`src/rtl/dcache_controller.sv`:
```
// dcache_controller
//   Sequencing controller for a 2-way set-associative data cache
//   (16 sets, 256-bit lines, 25-bit tag entries {valid, dirty, tag[22:0]}).
//   Hits are served in the same cycle. On a miss the CPU is stalled, a dirty
//   victim is written back, the line is refilled from memory, and the access
//   replays as a hit.
// Ports
//   clk_i, rst_i                      clock, asynchronous active-high reset
//   cpu_req_i/cpu_wr_i/cpu_addr_i/
//   cpu_data_i                        CPU request (held while cpu_stall_o=1)
//   cpu_data_o, cpu_stall_o           load data, stall
//   sram_enable_o/sram_write_o/
//   sram_addr_o/sram_tag_o/
//   sram_data_o                       cache SRAM control and write data
//   sram_tag_i/sram_data_i/sram_hit_i hit-way (or LRU-victim) tag and line, hit flag
//   mem_enable_o/mem_write_o/
//   mem_addr_o/mem_data_o             line request to memory (held until ack)
//   mem_data_i, mem_ack_i             fetched line, one-cycle completion pulse
module dcache_controller #(
  parameter int ADDR_W = 32,
  parameter int LINE_W = 256,
  parameter int WORD_W = 32
) (
  input  logic              clk_i,
  input  logic              rst_i,
  input  logic              cpu_req_i,
  input  logic              cpu_wr_i,
  input  logic [ADDR_W-1:0] cpu_addr_i,
  input  logic [WORD_W-1:0] cpu_data_i,
  output logic [WORD_W-1:0] cpu_data_o,
  output logic              cpu_stall_o,
  output logic              sram_enable_o,
  output logic              sram_write_o,
  output logic [3:0]        sram_addr_o,
  output logic [24:0]       sram_tag_o,
  output logic [LINE_W-1:0] sram_data_o,
  input  logic [24:0]       sram_tag_i,
  input  logic [LINE_W-1:0] sram_data_i,
  input  logic              sram_hit_i,
  output logic              mem_enable_o,
  output logic              mem_write_o,
  output logic [ADDR_W-1:0] mem_addr_o,
  output logic [LINE_W-1:0] mem_data_o,
  input  logic [LINE_W-1:0] mem_data_i,
  input  logic              mem_ack_i
);

  localparam int WORDS = LINE_W / WORD_W;

  typedef enum logic [2:0] {IDLE, MISS, WRITEBACK, REFILL, FILL} state_t;

  state_t              state_q, state_d;
  logic [LINE_W-1:0]   line_q;      // refilled line waiting to be written in FILL
  logic [LINE_W-1:0]   mem_data_q;  // victim line buffer, driven to memory
  logic [ADDR_W-1:0]   mem_addr_q;
  logic                mem_en_q;
  logic                mem_wr_q;

  logic [3:0]          index;
  logic [22:0]         cpu_tag;
  logic [2:0]          wsel;
  logic                idle;
  logic                req_hit, load_hit, store_hit, miss_req;
  logic                victim_dirty;
  logic [WORD_W-1:0]   line_words [WORDS];
  logic [LINE_W-1:0]   store_line;

  assign index   = cpu_addr_i[8:5];
  assign cpu_tag = cpu_addr_i[31:9];
  assign wsel    = cpu_addr_i[4:2];
  assign idle    = (state_q == IDLE);

  // Hit handling is combinational; reset is folded in so nothing is written
  // and no stall is raised while reset is held.
  assign req_hit   = idle & cpu_req_i & sram_hit_i & ~rst_i;
  assign load_hit  = req_hit & ~cpu_wr_i;
  assign store_hit = req_hit & cpu_wr_i;
  assign miss_req  = idle & cpu_req_i & ~sram_hit_i & ~rst_i;

  assign victim_dirty = sram_tag_i[24] & sram_tag_i[23];

  // Split the SRAM line into words and build the store-merged line.
  for (genvar gi = 0; gi < WORDS; gi++) begin : g_word
    assign line_words[gi] = sram_data_i[gi*WORD_W +: WORD_W];
    assign store_line[gi*WORD_W +: WORD_W] =
      (wsel == 3'(gi)) ? cpu_data_i : sram_data_i[gi*WORD_W +: WORD_W];
  end

  assign cpu_data_o    = load_hit ? line_words[wsel] : '0;
  assign cpu_stall_o   = ~idle | miss_req;
  assign sram_enable_o = cpu_req_i | ~idle;
  assign sram_addr_o   = index;
  assign sram_write_o  = store_hit | (state_q == FILL);
  // Dirty bit is set only by a store hit; a fill always installs a clean line.
  assign sram_tag_o    = {1'b1, store_hit, cpu_tag};
  assign sram_data_o   = store_hit ? store_line :
                         (state_q == FILL) ? line_q : '0;

  assign mem_enable_o = mem_en_q;
  assign mem_write_o  = mem_wr_q;
  assign mem_addr_o   = mem_addr_q;
  assign mem_data_o   = mem_data_q;

  always_comb begin
    state_d = state_q;
    case (state_q)
      IDLE:      if (miss_req) state_d = MISS;
      MISS:      state_d = victim_dirty ? WRITEBACK : REFILL;
      WRITEBACK: if (mem_ack_i) state_d = REFILL;
      REFILL:    if (mem_ack_i) state_d = FILL;
      FILL:      state_d = IDLE;
      default:   state_d = IDLE;
    endcase
  end

  always_ff @(posedge clk_i or posedge rst_i) begin
    if (rst_i) begin
      state_q    <= IDLE;
      line_q     <= '0;
      mem_data_q <= '0;
      mem_addr_q <= '0;
      mem_en_q   <= 1'b0;
      mem_wr_q   <= 1'b0;
    end else begin
      state_q <= state_d;
      case (state_q)
        MISS: begin
          // The SRAM presents the LRU victim this cycle; latch it and
          // launch either the write-back or the fetch.
          mem_en_q <= 1'b1;
          if (victim_dirty) begin
            mem_wr_q   <= 1'b1;
            mem_addr_q <= {sram_tag_i[22:0], index, 5'b0};
            mem_data_q <= sram_data_i;
          end else begin
            mem_wr_q   <= 1'b0;
            mem_addr_q <= {cpu_tag, index, 5'b0};
          end
        end
        WRITEBACK: begin
          // Request stays up across the ack and turns into the fetch.
          if (mem_ack_i) begin
            mem_wr_q   <= 1'b0;
            mem_addr_q <= {cpu_tag, index, 5'b0};
          end
        end
        REFILL: begin
          if (mem_ack_i) begin
            line_q   <= mem_data_i;
            mem_en_q <= 1'b0;
          end
        end
        default: ;
      endcase
    end
  end

endmodule

```
`config.mk`:
```
export PLATFORM = sky130hd
export DESIGN_NAME = dcache_controller
export DESIGN_NICKNAME = d
export VERILOG_FILES = /design/src/rtl/dcache_controller.sv
export SDC_FILE = /design/constraint.sdc
export NUM_CORES = 2
export LEC_CHECK = 0
export ABC_AREA = 1
export CAP_MARGIN = 40
export CELL_PAD_IN_SITES_DETAIL_PLACEMENT = 0
export CELL_PAD_IN_SITES_GLOBAL_PLACEMENT = 1
export CORE_AREA = 3 3 475 477
export DETAILED_ROUTE_END_ITERATION = 8
export DIE_AREA = 0 0 478 480
export GPL_TIMING_DRIVEN = 0
export PLACE_DENSITY = 0.5
export SYNTH_ARGS = -nofsm -noshare
export SYNTH_HDL_FRONTEND = slang
export SYNTH_SLANG_ARGS = --single-unit
```
`constraint.sdc`:
```
create_clock -name clk_i -period 63.7 [get_ports clk_i]
set_input_delay 19.11 -clock clk_i [delete_from_list [all_inputs] [get_ports clk_i]]
set_output_delay 19.11 -clock clk_i [all_outputs]
set_load 0.02 [all_outputs]
```
Word-level counts from Yosys, hierarchy flattened
Cells that the tools add are included.
{"block": "totals", "regBits": 549, "latchBits": 0, "mem_bits_rw": 0, "rom_bits": 0, "input_bits": 607, "output_inout_bits": 610, "word_cells": 72, "n_memories": 0}
{"block": "op_classes", "addsub": 0, "multipliers": 0, "div": 0, "magnitude_cmp": 1, "eq_ne": 14, "shifts": 0, "muxes": 26, "bitwise": 16, "n_reduce_logical": 9}
{"cell": "2-to-1 mux 256 bit", "count": 2}
{"cell": "2-to-1 mux 32 bit", "count": 13}
{"cell": "binary-select mux 32 bit (select 3 bit)", "count": 1}
{"cell": "case mux 32 bit (2 select lines)", "count": 1}
{"cell": "equality test 3 bit (second input constant)", "count": 5}
{"cell": "equality test 3 x 2 -> 1 bit (second input constant)", "count": 4}
{"cell": "case mux 3 bit (4 select lines)", "count": 1}
{"cell": "2-to-1 mux 3 bit", "count": 3}
{"cell": "bitwise AND 1 bit", "count": 8}
{"cell": "AND reduction 2 bit", "count": 4}
{"cell": "equality test 3 x 1 -> 1 bit (second input constant)", "count": 2}
{"cell": "zero test 3 bit", "count": 2}
{"cell": "greater-or-equal comparator 4 bit (second input constant)", "count": 1}
{"cell": "!= test 2 bit (second input constant)", "count": 2}
{"cell": "inverter 1 bit", "count": 4}
{"cell": "inverter 3 -> 4 bit", "count": 1}
{"cell": "case mux 1 bit (2 select lines)", "count": 2}
{"cell": "nonzero test 2 bit", "count": 2}
{"cell": "2-to-1 mux 1 bit", "count": 3}
{"cell": "OR 1 bit", "count": 3}
{"cell": "AND reduction 3 bit", "count": 1}
{"cell": "!= test 2 x 1 -> 1 bit (second input constant)", "count": 1}

Logic depth before layout (Yosys ltp)
{"block": "depth", "word_depth": 6, "ltp_mapped": 11}

Least setup slack after synthesis
OpenSTA, ideal clock, no wires.
{"block": "synth_path", "path_kind": "input-to-output", "from": "in rst_i", "to": "out cpu_data_o[10]", "arrival_time_ns": 32.869, "required_time_ns": 44.590, "setup_slack_ns": 11.721, "stages": 6, "cell_sequence": "inv_1 -> nand3_1 -> nor3_1 -> buf_2 -> nand2_1 -> nor2_1"}
{"block": "synth_between", "elab_chain_len": 4}
{"element": "start, declared", "line": "25", "text": "input logic rst_i,"}
{"element": "inverter 1 bit", "line": "75", "text": "assign req_hit = idle & cpu_req_i & sram_hit_i & ~rst_i;"}
{"element": "bitwise AND 1 bit", "line": "75"}
{"element": "bitwise AND 1 bit", "line": "76", "text": "assign load_hit = req_hit & ~cpu_wr_i;"}
{"element": "2-to-1 mux 32 bit", "line": "89", "text": "assign cpu_data_o = load_hit ? line_words[wsel] : '0;"}
{"element": "end, declared", "line": "30", "text": "output logic [WORD_W-1:0] cpu_data_o,"}
No other way between the ends.

Final worst setup path
{"block": "layout_path", "from": "in cpu_addr_i[2]", "to": "out sram_data_o[161]"}
{"block": "layout_between", "elab_chain_len": 3}
{"element": "start, declared", "line": "28", "text": "input logic [ADDR_W-1:0] cpu_addr_i,"}
{"element": "equality test 3 bit", "line": "86", "text": "(wsel == 3'(gi)) ? cpu_data_i : sram_data_i[gi*WORD_W +: WORD_W];"}
{"element": "2-to-1 mux 32 bit", "line": "86"}
{"element": "2-to-1 mux 256 bit", "line": "96", "text": "assign sram_data_o = store_hit ? store_line :"}
{"element": "end, declared", "line": "36", "text": "output logic [LINE_W-1:0] sram_data_o,"}
No other way between the ends.

==> metrics <==
status=finished clean; Sum Neg Setup Slack=0 ns; Clock Sinks=544; most frequent cells after synthesis=3058 x nand2_1, 544 x dfrtp_1, 263 x nand3_1; Critical Path AT=22.87 ns; PD cells=38.2 mW/mm²; Final HPWL DP=232 mm; switching power share of the total=43.7%; DP Area=0.0475 mm²; met1 Use GR=28.3%; Req. time, crit path=44.59 ns; Synth Warn #=0; Reg2Reg Capture Point=mem_data_o[245]; Vias/cell=4.09; GRT Max-Usage Layer=met2; Tmin final=41.98 ns; layout cell share with drive strength beyond 1=6.08%; cts repair resizes=0; Finished Layout Cells=9315; IO Pins=1217; Mean Syn Cell Area=6.36 µm²; Slew Limit Headroom=36.6%; worst slack at placement=21.61 ns; Antenna Nets Post-Route=0; number of flops mapped to enable cells by yosys=0; Max rail drop VDD=0.0185 mV; htree depth=3; post-route total power=1.93 mW; Mapped Area=0.0309 mm²; initial core utilization=13.9%; Least-Margin Pin Slew=0.951 ns; Startpoint Class=input port; Max-Cap Viols=0; Post-Route Skew=0.0320 ns; R2R setup slack=60.52 ns; reg2reg start=state_q[2]; Synth Flop Type=dfrtp_1; Critical path destination=sram_data_o[161]; Slew Limit Fails=0; Syn Inst Count=4866; met3 Use GR=7.07%; Max Root-Sink Buffers=3; fill count=25.3k; most common cell in the netlist=nand2_1; Inst Count DP=9089; Post-CTS Setup Bufs=0; Internal=1.09 mW; Iter 0 DRT Violations=3138; async set-or-reset flop fraction in the synthesized netlist=100%; via count=38.1k; Cell Rows=173; post-route clock period utilization=65.9%; initial antenna violation count=80; Hold Slack=0.467 ns; Worst Path Max Fanout=10; total congestion overflow=0; first-pass GRT wire length=359 mm; CP Capture Type=primary output; RSZ-0062 raised after global routing=no; Final Hold Fails=0; R2R depth=9; Unique masters post-synth=22; vias in the first global route=37.6k; Routed wire per std cell=29.8 µm; Detailed Routing Iterations Pass 1=5; WL final=277 mm; DR DRC count=0; leakage=25.5 nW; met2 GRT Util=39.7%; post-synth top area cell=dfrtp_1; core footprint=0.222 mm²; HP Class=flop to flop; CTS Root Cell=clkbuf_16; top cells by area, synth=dfrtp_1 44%, nand2_1 37%, nand3_1 4.3%; largest net degree at the start of global routing=108; fin util=22.7%; Peak Freq=23.8 MHz; nets@finish=6802; number of port buffers=1207; Routability Congestion=0.880; Seq pwr share=30.8%; P_sw=0.841 mW; CTS tree=built; die area=0.229 mm²; area grow syn2layout=62.9%; number of buffers created by CTS=79; Reg clk slew, reported paths=0.05 ns; Clk network pwr share=24.3%; die width=478 µm; final instance area=0.0504 mm²; top cell type's share of synthesized area=44.0%; final worst slack=21.72 ns; critical path type=input port to primary output; hold buffers post-CTS=0; endpoints failing setup=0; register area share after synthesis=44.0%; worst skew pair latency=0.74 ns; logic gate share of total power=44.9%; CP startpoint=cpu_addr_i[2]; Hold Crit Depth=2; overall routing resource usage=23.3%; Die H=480 µm; Yosys reg bits=544
cells by family after synthesis:
logic type,after synthesis,share of synthesized area [%]
compound gates,258,4.18
simple gates,3456,43.4
buf+inv,606,8.36
other cells,2,0.0243
flops,544,44.0
power groups by stage:
stage                     logic [mW]  registers [mW]  clock network [mW]
final                          0.865           0.594               0.467
after global routing           0.935           0.612               0.494
after CTS                      0.877           0.593               0.481
after detailed placement       0.874           0.596                   0
after global placement         0.862           0.596                   0
after floorplan                0.302           0.677                   0
routing by layer:
layer	routed length, µm	vias up
li1	-	17500
met1	113000	18500
met2	134000	1715
met3	23200	299
met4	7030	44
met5	395	-
worst min-delay path by stage:
stage / to / from / slack, ns
2_1_floorplan: line_q[0] / line_q[0] / 0.44
3_3_place_gp: mem_data_o[231] / mem_data_o[231] / 0.45
3_5_place_dp: mem_data_o[240] / mem_data_o[240] / 0.46
4_1_cts: mem_data_o[240] / mem_data_o[240] / 0.47
5_1_grt: line_q[105] / line_q[105] / 0.48
6_report: line_q[132] / line_q[132] / 0.47
sequential cells by signal, indices dropped and copies added, names as in the netlist:
name / count
line_q: 256
mem_addr_o: 27
mem_data_o: 256
mem_enable_o: 1
mem_write_o: 1
state_q: 3
final cells by class:
class                      instances  area (µm²)  share of cell area [%]
antenna                           88         220                   0.437
buffer                           339        1590                    3.15
clock buffer                     110        2230                    4.43
clock inverter                    28         407                   0.807
inverter                         267        1010                    2.00
multi-input combinational       3720       14800                    29.3
sequential                       544       13600                    27.0
tap                             2975        3720                    7.38
timing repair buffer            1244       12900                    25.5
layout by cell type (no fill, tap or decap), types with 2 or more instances in the layout:
cell type        count
nor3_2               2
buf_1               20
inv_16               4
clkbuf_8            14
clkinv_4             2
nand3b_1            31
buf_12               7
nand2_1           3058
nor2_2               3
diode_2             88
buf_8                4
bufinv_16            6
clkinv_2            10
clkinvlp_4           2
inv_6                2
buf_2              149
inv_1              234
buf_4               35
nor2_1              97
clkdlybuf4s50_1   1207
conb_1               6
clkbuf_2             2
clkbuf_1           153
nand3_1            263
buf_6                5
inv_2               31
buf_16              18
dfrtp_1            544
clkbuf_16           79
o21ai_1             16
o21ai_0            240
critical path: stages:
cell,delay (ns)
clkdlybuf4s50_1,0.58
inv_2,0.16
nor2_2,0.55
nand2_1,0.44
clkbuf_1,0.38
o21ai_0,0.72
nand2_1,0.15
nand2_1,0.10
clkdlybuf4s50_1,0.65
No activity file was read; power rests on OpenSTA's default activity.
